--- src/rtl/ex_pkg.sv ---
// Shared encodings and defaults for the execute stage and its models.
package ex_pkg;

  localparam int          DW_DEF       = 32;
  localparam logic [4:0]  LINK_REG_DEF = 5'd31;

  typedef enum logic [3:0] {
    ALU_ADD  = 4'd0,
    ALU_SUB  = 4'd1,
    ALU_AND  = 4'd2,
    ALU_OR   = 4'd3,
    ALU_XOR  = 4'd4,
    ALU_NOR  = 4'd5,
    ALU_SLT  = 4'd6,
    ALU_SLTU = 4'd7,
    ALU_LUI  = 4'd8
  } alu_op_e;

  typedef enum logic [1:0] {
    SH_SLL  = 2'd0,
    SH_SRL  = 2'd1,
    SH_SRA  = 2'd2,
    SH_ROTR = 2'd3
  } shift_op_e;

  typedef enum logic [2:0] {
    SRCB_RT    = 3'd0,
    SRCB_OFS   = 3'd1,
    SRCB_ZEXT  = 3'd2,
    SRCB_UPPER = 3'd3
  } alusrcb_e;

  typedef enum logic [2:0] {
    COND_NEVER = 3'd0,
    COND_EQ    = 3'd1,
    COND_NE    = 3'd2,
    COND_LEZ   = 3'd3,
    COND_GTZ   = 3'd4,
    COND_LTZ   = 3'd5,
    COND_GEZ   = 3'd6,
    COND_NEVR7 = 3'd7
  } cond_e;

endpackage

--- src/rtl/ex_alu_shift.sv ---
// Combinational ALU, barrel shifter and branch-condition evaluator.
module ex_alu_shift
  import ex_pkg::*;
(
  input  logic [DW_DEF-1:0] rs_i,
  input  logic [DW_DEF-1:0] rt_i,
  input  logic [DW_DEF-1:0] offset_i,
  input  logic [3:0]        alu_op_i,
  input  logic [1:0]        shift_op_i,
  input  logic [2:0]        alusrcb_i,
  input  logic              shamt_src_i,
  input  logic              alushift_sel_i,
  input  logic [2:0]        cond_i,
  output logic [DW_DEF-1:0] result_o,
  output logic              cond_true_o
);

  logic        [DW_DEF-1:0] opb;
  logic        [DW_DEF-1:0] alu_res;
  logic        [DW_DEF-1:0] sh_res;
  logic        [4:0]        shamt;
  logic signed [DW_DEF-1:0] rs_s;
  logic signed [DW_DEF-1:0] rt_s;
  logic signed [DW_DEF-1:0] opb_s;

  assign rs_s  = rs_i;
  assign rt_s  = rt_i;
  assign opb_s = opb;
  assign shamt = shamt_src_i ? rs_i[4:0] : offset_i[10:6];

  // Select the ALU B operand; unused encodings feed a zero operand.
  always_comb begin
    opb = '0;
    case (alusrcb_i)
      SRCB_RT:    opb = rt_i;
      SRCB_OFS:   opb = offset_i;
      SRCB_ZEXT:  opb = {16'h0000, offset_i[15:0]};
      SRCB_UPPER: opb = {offset_i[15:0], 16'h0000};
      default:    opb = '0;
    endcase
  end

  // ALU; add/sub wrap silently, undefined opcodes yield zero.
  always_comb begin
    alu_res = '0;
    case (alu_op_i)
      ALU_ADD:  alu_res = rs_i + opb;
      ALU_SUB:  alu_res = rs_i - opb;
      ALU_AND:  alu_res = rs_i & opb;
      ALU_OR:   alu_res = rs_i | opb;
      ALU_XOR:  alu_res = rs_i ^ opb;
      ALU_NOR:  alu_res = ~(rs_i | opb);
      ALU_SLT:  alu_res = {{(DW_DEF-1){1'b0}}, (rs_s < opb_s)};
      ALU_SLTU: alu_res = {{(DW_DEF-1){1'b0}}, (rs_i < opb)};
      ALU_LUI:  alu_res = {opb[15:0], 16'h0000};
      default:  alu_res = '0;
    endcase
  end

  // Shifter on rt; rotate uses a doubled word so amount 0 is a pass-through.
  always_comb begin
    sh_res = rt_i;
    case (shift_op_i)
      SH_SLL:  sh_res = rt_i << shamt;
      SH_SRL:  sh_res = rt_i >> shamt;
      SH_SRA:  sh_res = $unsigned(rt_s >>> shamt);
      SH_ROTR: sh_res = DW_DEF'({rt_i, rt_i} >> shamt);
      default: sh_res = rt_i;
    endcase
  end

  // Branch condition; zero comparisons treat rs as signed.
  always_comb begin
    cond_true_o = 1'b0;
    case (cond_i)
      COND_EQ:  cond_true_o = (rs_i == rt_i);
      COND_NE:  cond_true_o = (rs_i != rt_i);
      COND_LEZ: cond_true_o = (rs_s <= 0);
      COND_GTZ: cond_true_o = (rs_s > 0);
      COND_LTZ: cond_true_o = (rs_s < 0);
      COND_GEZ: cond_true_o = (rs_s >= 0);
      default:  cond_true_o = 1'b0;
    endcase
  end

  assign result_o = alushift_sel_i ? sh_res : alu_res;

endmodule

--- src/rtl/ex_stage.sv ---
// Execute stage: computes result, destination and redirect, and registers
// them into the execute/memory boundary on the falling clock edge.
module ex_stage
  import ex_pkg::*;
#(
  parameter int         DW       = DW_DEF,
  parameter logic [4:0] LINK_REG = LINK_REG_DEF
) (
  input  logic          clk,
  input  logic          rst_n,
  input  logic          valid_in,
  input  logic          stall,
  input  logic          flush,
  input  logic [DW-1:0] pc_plus4,
  input  logic [DW-1:0] rs_data,
  input  logic [DW-1:0] rt_data,
  input  logic [4:0]    Rs_in,
  input  logic [4:0]    Rt_in,
  input  logic [4:0]    Rd_in,
  input  logic [DW-1:0] offset_in,
  input  logic          RegDst_in,
  input  logic          Shift_amountSrc_in,
  input  logic          Jump_in,
  input  logic          ALUShift_Sel_in,
  input  logic          RegDt0_in,
  input  logic [3:0]    ALU_op_in,
  input  logic [1:0]    Shift_op_in,
  input  logic [2:0]    ALUSrcB_in,
  input  logic [2:0]    Condition_in,
  output logic          valid_out,
  output logic [DW-1:0] result_out,
  output logic [DW-1:0] store_data_out,
  output logic [4:0]    dest_out,
  output logic          redirect_out,
  output logic [DW-1:0] target_out
);

  logic [DW-1:0] core_res;
  logic          cond_true;
  logic [DW-1:0] exec_res;
  logic [4:0]    exec_dest;
  logic [DW-1:0] exec_tgt;
  logic [DW-1:0] br_tgt;
  logic [DW-1:0] jmp_tgt;

  logic          valid_q,    valid_d;
  logic          redirect_q, redirect_d;
  logic [DW-1:0] result_q,   result_d;
  logic [DW-1:0] store_q,    store_d;
  logic [4:0]    dest_q,     dest_d;
  logic [DW-1:0] target_q,   target_d;

  // Rs specifier travels with the bundle for hazard logic elsewhere; not needed here.
  logic unused_rs;
  assign unused_rs = ^Rs_in;

  ex_alu_shift u_alu_shift (
    .rs_i           (rs_data),
    .rt_i           (rt_data),
    .offset_i       (offset_in),
    .alu_op_i       (ALU_op_in),
    .shift_op_i     (Shift_op_in),
    .alusrcb_i      (ALUSrcB_in),
    .shamt_src_i    (Shift_amountSrc_in),
    .alushift_sel_i (ALUShift_Sel_in),
    .cond_i         (Condition_in),
    .result_o       (core_res),
    .cond_true_o    (cond_true)
  );

  assign br_tgt  = pc_plus4 + {offset_in[DW-3:0], 2'b00};
  assign jmp_tgt = {pc_plus4[DW-1:28], offset_in[25:0], 2'b00};

  // Link instructions override both the destination and the written value.
  always_comb begin
    exec_res  = core_res;
    exec_dest = RegDst_in ? Rd_in : Rt_in;
    exec_tgt  = Jump_in ? jmp_tgt : br_tgt;
    if (RegDt0_in) begin
      exec_res  = pc_plus4 + 32'd4;
      exec_dest = LINK_REG;
    end
  end

  // Advance priority: flush beats stall beats normal latch; redirect only fires on advance.
  always_comb begin
    valid_d    = valid_q;
    redirect_d = 1'b0;
    result_d   = result_q;
    store_d    = store_q;
    dest_d     = dest_q;
    target_d   = target_q;
    if (flush) begin
      valid_d = 1'b0;
    end else if (!stall) begin
      valid_d    = valid_in;
      redirect_d = valid_in & (Jump_in | cond_true);
      result_d   = exec_res;
      store_d    = rt_data;
      dest_d     = exec_dest;
      target_d   = exec_tgt;
    end
  end

  // Execute/memory boundary register, clocked on the falling edge like its neighbours.
  always_ff @(negedge clk or negedge rst_n) begin
    if (!rst_n) begin
      valid_q    <= 1'b0;
      redirect_q <= 1'b0;
      result_q   <= '0;
      store_q    <= '0;
      dest_q     <= '0;
      target_q   <= '0;
    end else begin
      valid_q    <= valid_d;
      redirect_q <= redirect_d;
      result_q   <= result_d;
      store_q    <= store_d;
      dest_q     <= dest_d;
      target_q   <= target_d;
    end
  end

  assign valid_out      = valid_q;
  assign redirect_out   = redirect_q;
  assign result_out     = result_q;
  assign store_data_out = store_q;
  assign dest_out       = dest_q;
  assign target_out     = target_q;

endmodule

--- config.mk ---
export PLATFORM = sky130hd
export DESIGN_NAME = ex_stage
export DESIGN_NICKNAME = d
export VERILOG_FILES = /design/src/rtl/ex_pkg.sv /design/src/rtl/ex_alu_shift.sv /design/src/rtl/ex_stage.sv
export SDC_FILE = /design/constraint.sdc
export NUM_CORES = 1
export LEC_CHECK = 0
export CAP_MARGIN = 20
export CORE_MARGIN = 3
export CORE_UTILIZATION = 47
export DETAILED_ROUTE_END_ITERATION = 8
export PLACE_DENSITY = 0.74
export SLEW_MARGIN = 20
export SYNTH_ARGS = -nofsm -noshare
export SYNTH_HDL_FRONTEND = slang
export SYNTH_SLANG_ARGS = --single-unit
--- constraint.sdc ---
create_clock -name clk -period 1.6 [get_ports clk]
set_clock_uncertainty 0.15 [all_clocks]
set_input_delay 0.16 -clock clk [delete_from_list [all_inputs] [get_ports clk]]
set_output_delay 0.16 -clock clk [all_outputs]
set_load 0.01 [all_outputs]
==> results of run 1 <==
==> layer usage <==
layer / overflow / global-route usage (%)
met5: 0 / 34.9
met4: 242 / 88.5
met3: 4 / 66.9
met2: 343 / 98.2
met1: 6 / 78.7
==> kinds of logic after synthesis <==
family          Yosys count  share of synthesized area (%)
flops                   103                           14.6
buf+inv                 304                           7.69
fa+ha+maj               135                           9.70
simple gates            818                           21.3
xor+xnor                 91                           4.51
compound gates          759                           28.2
mux                     180                           14.0
==> timing repair <==
action,CTS
gates resized for setup,1161
cloned,11
buffers inserted,141
endpoints found under the setup margin,206
pin swaps,228
==> stage by stage <==
stage | hold WS, ns | utilization, %
after detailed placement | 0.266 | 74.5
after CTS | 0.260 | 83.6
after global placement | 0.261 | 74.5
after floorplan | 0.311 | -
==> key figures, run 1 <==
Synth
  – Cells after Synth: between 2000 and 2500
  – Post-synth top area share: between 10% and 20%
  – FFs w/ async S/R, synth: 100%
  – Yosys reg bits: around 100
  – Number of flops mapped to enable cells by yosys: 0
  – Mapped Area: 17700 µm²
  – Area contributors post-synth: dfrtn_1, ha_1, nand2_1
  – Top FF cell, synth: dfrtn_1
  – Syn. warnings: 0
  – Post-synthesis sequential area ratio: 14.6%
  – Count leader, synth: nand2_1
  – Distinct cells, synth: roughly 110
  – Syn Nets: 2690
  – Commonest cells post-synth: nand2_1, a21oi_1, nor2_1
  – Synth Area per Inst: 7.39 µm²
  – Area leader, netlist: dfrtn_1

Global routing
  – GR Overflow Total: a little under 600
  – Pin count of the biggest net entering global routing: 43
  – Overall routing resource usage: 81.7%

Floorplan
  – Die height: 200 µm
  – DIE WIDTH: 200 µm
  – I/O Pins: 268
  – Rows: 70
  – Starting density of the core: 48.0%

Placement
  – Port bufs: 262
  – # placed instances: roughly 3800
  – GPL Wtd Cong: 1.21
  – Placed inst area: approximately 27000 µm²
  – Pre-CTS setup slack: -3.70 ns
  – Hpwl dp: 82.9 mm

Outcome
  – Error: [ERROR GRT-0232] Routing congestion too high. Check the congestion heatmap in the GUI.
  – Status: did not finish
  – Last stage: global routing

Clock tree
  – Clk buf depth: 2
  – Hold bufs inserted after CTS: 0
  – # clock sinks: between 100 and 150
  – TritonCTS Buffers: 9
  – H-tree levels: 3
  – Root buffer cell: clkbuf_16

STA
  – Grt repair worst endpoint: result_out[18]$_DFFE_NN0P_/D
  – Kind of the worst endpoint: register data pin
==> run 2: changes to the inputs <==
--- a/config.mk
+++ b/config.mk
@@ -7,9 +7,9 @@
 export LEC_CHECK = 0
 export CAP_MARGIN = 20
 export CORE_MARGIN = 3
-export CORE_UTILIZATION = 47
+export CORE_UTILIZATION = 32
 export DETAILED_ROUTE_END_ITERATION = 8
-export PLACE_DENSITY = 0.74
+export PLACE_DENSITY_LB_ADDON = 0.15
 export SLEW_MARGIN = 20
 export SYNTH_ARGS = -nofsm -noshare
 export SYNTH_HDL_FRONTEND = slang
==> key figures, run 2 <==
Outcome
  – Status: finished with violations
  – Failing checks: setup timing

Detailed routing
  – Antenna Nets Post-Route: 0
  – Initial DRC count: 2603
  – Via/cell ratio: about 5.9
  – Via count: 25400
  – Drc violations: 0
  – WL/cell: approximately 28 µm
  – Drt pass-1 iters: 6
  – Drt total wl: 123 mm

Clock tree
  – CTS tree: yes
  – Clk buf depth: 2
  – # clock sinks: 103
  – Root buffer cell: clkbuf_16
  – CTS clk-pin slew, worst paths: 0.06 ns
  – H-tree levels: 3
  – Hold bufs inserted after CTS: 0
  – Worst-Skew Late Latency: 0.37 ns
  – TritonCTS Buffers: 9

Power and ir drop
  – Pwr dens: 580 nW/µm²
  – P_leak: between 15 and 20 nW
  – Final Power: 19.4 mW
  – Worst VDD drop: roughly 0.52 mV

Floorplan
  – Rows: 85
  – Die area: approximately 58000 µm²
  – Core area: 54200 µm²
  – Die height: 241 µm
  – I/O Pins: 268
  – Starting density of the core: 32.5%
  – DIE WIDTH: between 200 and 250 µm

Hold path
  – Min-delay worst type: input pin to asynchronous set/reset pin

Synth
  – FFs w/ async S/R, synth: 100%
  – Area contributors post-synth: dfrtn_1, ha_1, nand2_1
  – Distinct cells, synth: around 110
  – Synth Area per Inst: between 7 and 8 µm²
  – Cells after Synth: 2390
  – Count leader, synth: nand2_1
  – Yosys reg bits: 103
  – Syn. warnings: 0
  – Area leader, netlist: dfrtn_1
  – Mapped Area: ~18000 µm²
  – Commonest cells post-synth: nand2_1, a21oi_1, nor2_1
  – Syn Nets: 2690
  – Post-synth top area share: 14.6%
  – Number of flops mapped to enable cells by yosys: 0
  – Post-synthesis sequential area ratio: 14.6%
  – Top FF cell, synth: dfrtn_1

Placement
  – Port bufs: 262
  – GPL Wtd Cong: 1.04
  – Placed inst area: 28200 µm²
  – # placed instances: 4082
  – Pre-CTS setup slack: -3.97 ns
  – Hpwl dp: 97.9 mm

Worst setup path
  – Critical path required time: 0.86 ns
  – Reg2reg end: result_out[30]$_DFFE_NN0P_
  – WS Path Type: input pin to register
  – Critical Path AT: 3.62 ns
  – Crit path from: ALUSrcB_in[0]
  – Worst r2r src: result_out[30]$_DFFE_NN0P_
  – Crit path capture: result_out[28]$_DFFE_NN0P_
  – Startpoint types: input pin
  – Flop-to-flop setup slack: around 0.090 ns
  – Worst reg-to-reg path cell count: 5
  – Crit path capture type: register
  – Maximum fanout along the worst path: 5

Cells and area
  – Nets@finish: roughly 3900
  – Post-Layout Inst Area: 33400 µm²
  – Layout cell share with drive strength beyond 1: 52.3%
  – Final non-filler cell total: 4310
  – Most frequent cells in the layout: buf_4, nand2_1, nor2_1, buf_6, a21oi_1
  – Syn-to-layout area delta: 89.4%
  – Most common cell after layout, fill and taps aside: buf_4
  – Post-layout util: 61.7%
  – Number of fill cells in the layout: 4723

Run
  – Max-cap violations: 0

STA
  – Relative slew slack: 35.7%
  – Setup TNS Final: -189.28 ns
  – Final setup vio count: between 200 and 250
  – Worst slew pin tran: around 0.96 ns
  – Final Hold Slack: 0.154 ns
  – Setup ws final: -2.76 ns
  – Unrepaired setup endpoints after global routing: yes
  – Final hold viol count: 0
  – Slew Limit Fails: 0

Global routing
  – Initial antenna violation count: 4
  – First-pass GRT wire length: 172 mm
  – Pin count of the biggest net entering global routing: 32
  – GR Overflow Total: 0
  – Vias in the first global route: 24900
  – Overall routing resource usage: 40.8%
## run 2: cell counts after synthesis
No cell type changed its count.
## run 2: cell type report
cell class              count  area [µm²]  area share [%]
diodes                      3        7.51          0.0224
clock buffers               9         225           0.673
clock inverters             7        66.3           0.198
flip-flops and latches    103        2580            7.71
multi-input cells        1983       17100            51.0
well taps                 696         871            2.60
repair buffers           1397       12200            36.5
inverters                 112         433            1.29
## run 2: repair_timing
action	4_1_cts	5_1_grt
pin swaps	275	180
setup endpoints to repair	206	205
gates resized for setup	1267	259
gates cloned	15	0
setup buffers	151	75
## run 2: worst max-delay path, cell delays in order
cell	delay (ns)
buf_16	0.13
nor2b_4	0.19
buf_6	0.14
buf_16	0.11
buf_4	0.10
a21oi_2	0.07
nor2_4	0.17
ha_2	0.23
a21oi_2	0.07
o311a_4	0.38
o21ai_4	0.16
or3b_4	0.42
nand4b_4	0.13
a31oi_4	0.11
a32o_2	0.28
or4b_1	0.46
nand3b_1	0.18
a31oi_1	0.10
## run 2: power by group
group	switching [mW]	internal, mW
logic	6.96	6.64
clock network	1.29	1.10
registers	0.370	3.04
total	8.62	10.8
## run 2: how the worst min path moves through the flow
stage / start / end / slack [ns] / depth (start not counted)
2_1_floorplan: store_data_out[25]$_DFFE_NN0P_ / store_data_out[25]$_DFFE_NN0P_ / 0.31 / 2
3_5_place_dp: store_data_out[12]$_DFFE_NN0P_ / store_data_out[12]$_DFFE_NN0P_ / 0.27 / 2
6_report: rst_n / dest_out[1]$_DFFE_NN0P_ / 0.15 / 1
3_3_place_gp: store_data_out[10]$_DFFE_NN0P_ / store_data_out[10]$_DFFE_NN0P_ / 0.26 / 2
4_1_cts: rst_n / dest_out[1]$_DFFE_NN0P_ / 0.15 / 1
5_1_grt: rst_n / dest_out[1]$_DFFE_NN0P_ / 0.15 / 1
## run 2: per-layer routing
layer	GRT usage [%]	vias up	share of wire, %
li1	-	11200	-
met1	51.4	12300	40
met2	62.8	1471	43
met3	9.08	362	9.4
met4	26.3	2	7.8
met5	0	-	0.011
## run 2: logic make-up (layout without fill, tap and decap cells)
kind of cell,count (synthesis),count (layout),share of synthesized area [%]
XOR/XNOR,91,91,4.51
buffers and inverters,304,1525,7.69
other,0,3,0
multiplexers,180,180,14.0
adder cells (fa/ha/maj),135,135,9.70
flip-flops,103,103,14.6
AND/OR/NAND/NOR,818,818,21.3
AO/OA/AOI/OAI,759,759,28.2
(Power assumes the default switching activity.)
==> run 3: changes to the inputs <==
--- a/config.mk
+++ b/config.mk
@@ -10,6 +10,8 @@
 export CORE_UTILIZATION = 32
 export DETAILED_ROUTE_END_ITERATION = 8
 export PLACE_DENSITY_LB_ADDON = 0.15
+export REMOVE_ABC_BUFFERS = 1
+export SKIP_LAST_GASP = 1
 export SLEW_MARGIN = 20
 export SYNTH_ARGS = -nofsm -noshare
 export SYNTH_HDL_FRONTEND = slang
==> constraint.sdc (replaced) <==
create_clock -name clk -period 1.6 [get_ports clk]
set_clock_uncertainty 0.15 [all_clocks]
set_input_delay 0.16 -clock clk [delete_from_list [all_inputs] [get_ports clk]]
set_output_delay 0.16 -clock clk [all_outputs]
set_load 0.005 [all_outputs]
==> key figures, run 3 (synthesis gave the netlist of run 2 again) <==
Floorplan
  – Rows: 85
  – Core area: 54200 µm²
  – I/O Pins: 268
  – Die area: 58000 µm²
  – Starting density of the core: 32.5%
  – DIE WIDTH: 241 µm
  – Die height: between 200 and 250 µm

Clock tree
  – Root buffer cell: clkbuf_16
  – CTS tree: yes
  – H-tree levels: 3
  – TritonCTS Buffers: 9
  – Clk buf depth: 2
  – # clock sinks: 103
  – CTS clk-pin slew, worst paths: 0.06 ns
  – Worst-Skew Late Latency: between 0.3 and 0.4 ns

STA
  – Unrepaired setup endpoints after global routing: yes
  – Final setup vio count: 205
  – Final Hold Slack: 0.278 ns
  – Setup ws final: -2.88 ns
  – Final hold viol count: 0
  – Relative slew slack: 37.6%
  – Worst slew pin tran: 0.930 ns
  – Slew Limit Fails: 0

Detailed routing
  – Drc violations: 0
  – Via count: between 20000 and 30000
  – Initial DRC count: roughly 2600
  – Via/cell ratio: between 5 and 6
  – WL/cell: about 29 µm
  – Drt total wl: 125 mm
  – Drt pass-1 iters: 6
  – Antenna Nets Post-Route: 0

Cells and area
  – Nets@finish: 3902
  – Most frequent cells in the layout: buf_4, nand2_1, nor2_1, buf_6, a21oi_1
  – Final non-filler cell total: 4305
  – Syn-to-layout area delta: 86.2%
  – Layout cell share with drive strength beyond 1: 52.1%
  – Post-layout util: approximately three fifths
  – Most common cell after layout, fill and taps aside: buf_4

Hold path
  – WHS Endpoint: store_data_out[18]$_DFFE_NN0P_
  – Hold Crit Depth: 2
  – Min-delay worst type: register to register
  – HP Start: store_data_out[18]$_DFFE_NN0P_

Placement
  – GPL Wtd Cong: 1.07
  – Hpwl dp: roughly 98 mm
  – # placed instances: 4088
  – Port bufs: 262

Run
  – Max-cap violations: 0

Global routing
  – GR Overflow Total: 0
  – Vias in the first global route: 25100
  – Overall routing resource usage: around two fifths
  – Initial antenna violation count: 6
  – First-pass GRT wire length: between 150 and 200 mm
  – Pin count of the biggest net entering global routing: 38

Worst setup path
  – Worst r2r src: result_out[20]$_DFFE_NN0P_
  – Flop-to-flop setup slack: 0.07 ns
  – Reg2reg end: result_out[20]$_DFFE_NN0P_
  – Maximum fanout along the worst path: 8
  – Critical path required time: 0.88 ns
  – Worst reg-to-reg path cell count: 3
  – Critical Path AT: 3.76 ns
  – WS Path Type: input pin to register
  – Startpoint types: input pin
  – Crit path capture type: register

Power and ir drop
  – P_leak: 15.1 nW
  – Pwr dens: between 500 and 600 nW/µm²
  – Worst VDD drop: 0.573 mV

Outcome
  – Status: finished with violations
  – Failing checks: setup timing
[run 3: what timing repair did]
action | in CTS | in global routing
hold buffers | 0 | 0
pin swaps | 319 | 209
hold endpoints to repair | 0 | 0
endpoints found under the setup margin | 206 | 205
resized for setup | 1248 | 305
gates cloned | 12 | 1
buffers inserted | 148 | 91
[run 3: worst max path at each step]
stage	depth (start not counted)	slack, ns	from	end
3_5_place_dp	18	-3.85	rt_data[0]	result_out[30]$_DFFE_NN0P_
3_3_place_gp	19	-3.83	rt_data[0]	result_out[0]$_DFFE_NN0P_
2_1_floorplan	7	-3.44	ALU_op_in[3]	result_out[15]$_DFFE_NN0P_
5_1_grt	15	-2.92	ALUSrcB_in[0]	result_out[30]$_DFFE_NN0P_
4_1_cts	19	-2.77	ALUSrcB_in[0]	result_out[28]$_DFFE_NN0P_
6_report	15	-2.88	ALUSrcB_in[0]	result_out[30]$_DFFE_NN0P_
[run 3: area by class of cell]
| type | instances | area (µm²) |
|---|---|---|
| Fill cell | 4877 | 21400 |
| Multi-Input combinational cell | 1983 | 16900 |
| Timing Repair Buffer | 1393 | 11800 |
| Sequential cell | 103 | 2580 |
| Tap cell | 696 | 871 |
| Inverter | 112 | 428 |
| Clock buffer | 10 | 229 |
| Clock inverter | 6 | 75.1 |
| Antenna cell | 2 | 5.00 |
[run 3: critical path: stages]
cell and delay (ns):
buf_8 0.11, buf_12 0.14, buf_12 0.14, buf_8 0.13
buf_4 0.13, a211oi_1 0.74, a211o_1 0.30, ha_1 0.35
buf_4 0.21, or4_1 0.48, nor3_4 0.28, o41ai_4 0.13
xor2_1 0.18, a211oi_2 0.18, o21ai_0 0.10
[run 3: stage by stage]
stage | total power, mW | setup TNS (ns) | instance area (µm²) | setup slack [ns]
after floorplan | 7.33 | -226.35 | 16700 | -3.44
after global placement | 14.1 | -279.27 | 27600 | -3.83
after detailed placement | 14.1 | -281.70 | 27600 | -3.85
after CTS | 18.1 | -188.48 | 31400 | -2.77
after global routing | 19.9 | -195.57 | 32900 | -2.92
final | 19.2 | -188.44 | 32900 | -2.88
[run 3: report_power, final]
part | internal, mW | switching, mW
Combinational | 6.36 | 6.87
Clock | 1.25 | 1.38
Sequential | 3.04 | 0.350
Total | 10.6 | 8.59
[run 3: routing by layer]
| layer | up-vias | part of all wire (%) | track usage, % |
|---|---|---|---|
| met1 | 12600 | 39 | 51.5 |
| li1 | 11200 | - | - |
| met3 | 428 | 9.2 | 9.19 |
| met2 | 1530 | 44 | 65.3 |
| met5 | - | 0.017 | 0 |
| met4 | 4 | 8.0 | 26.8 |
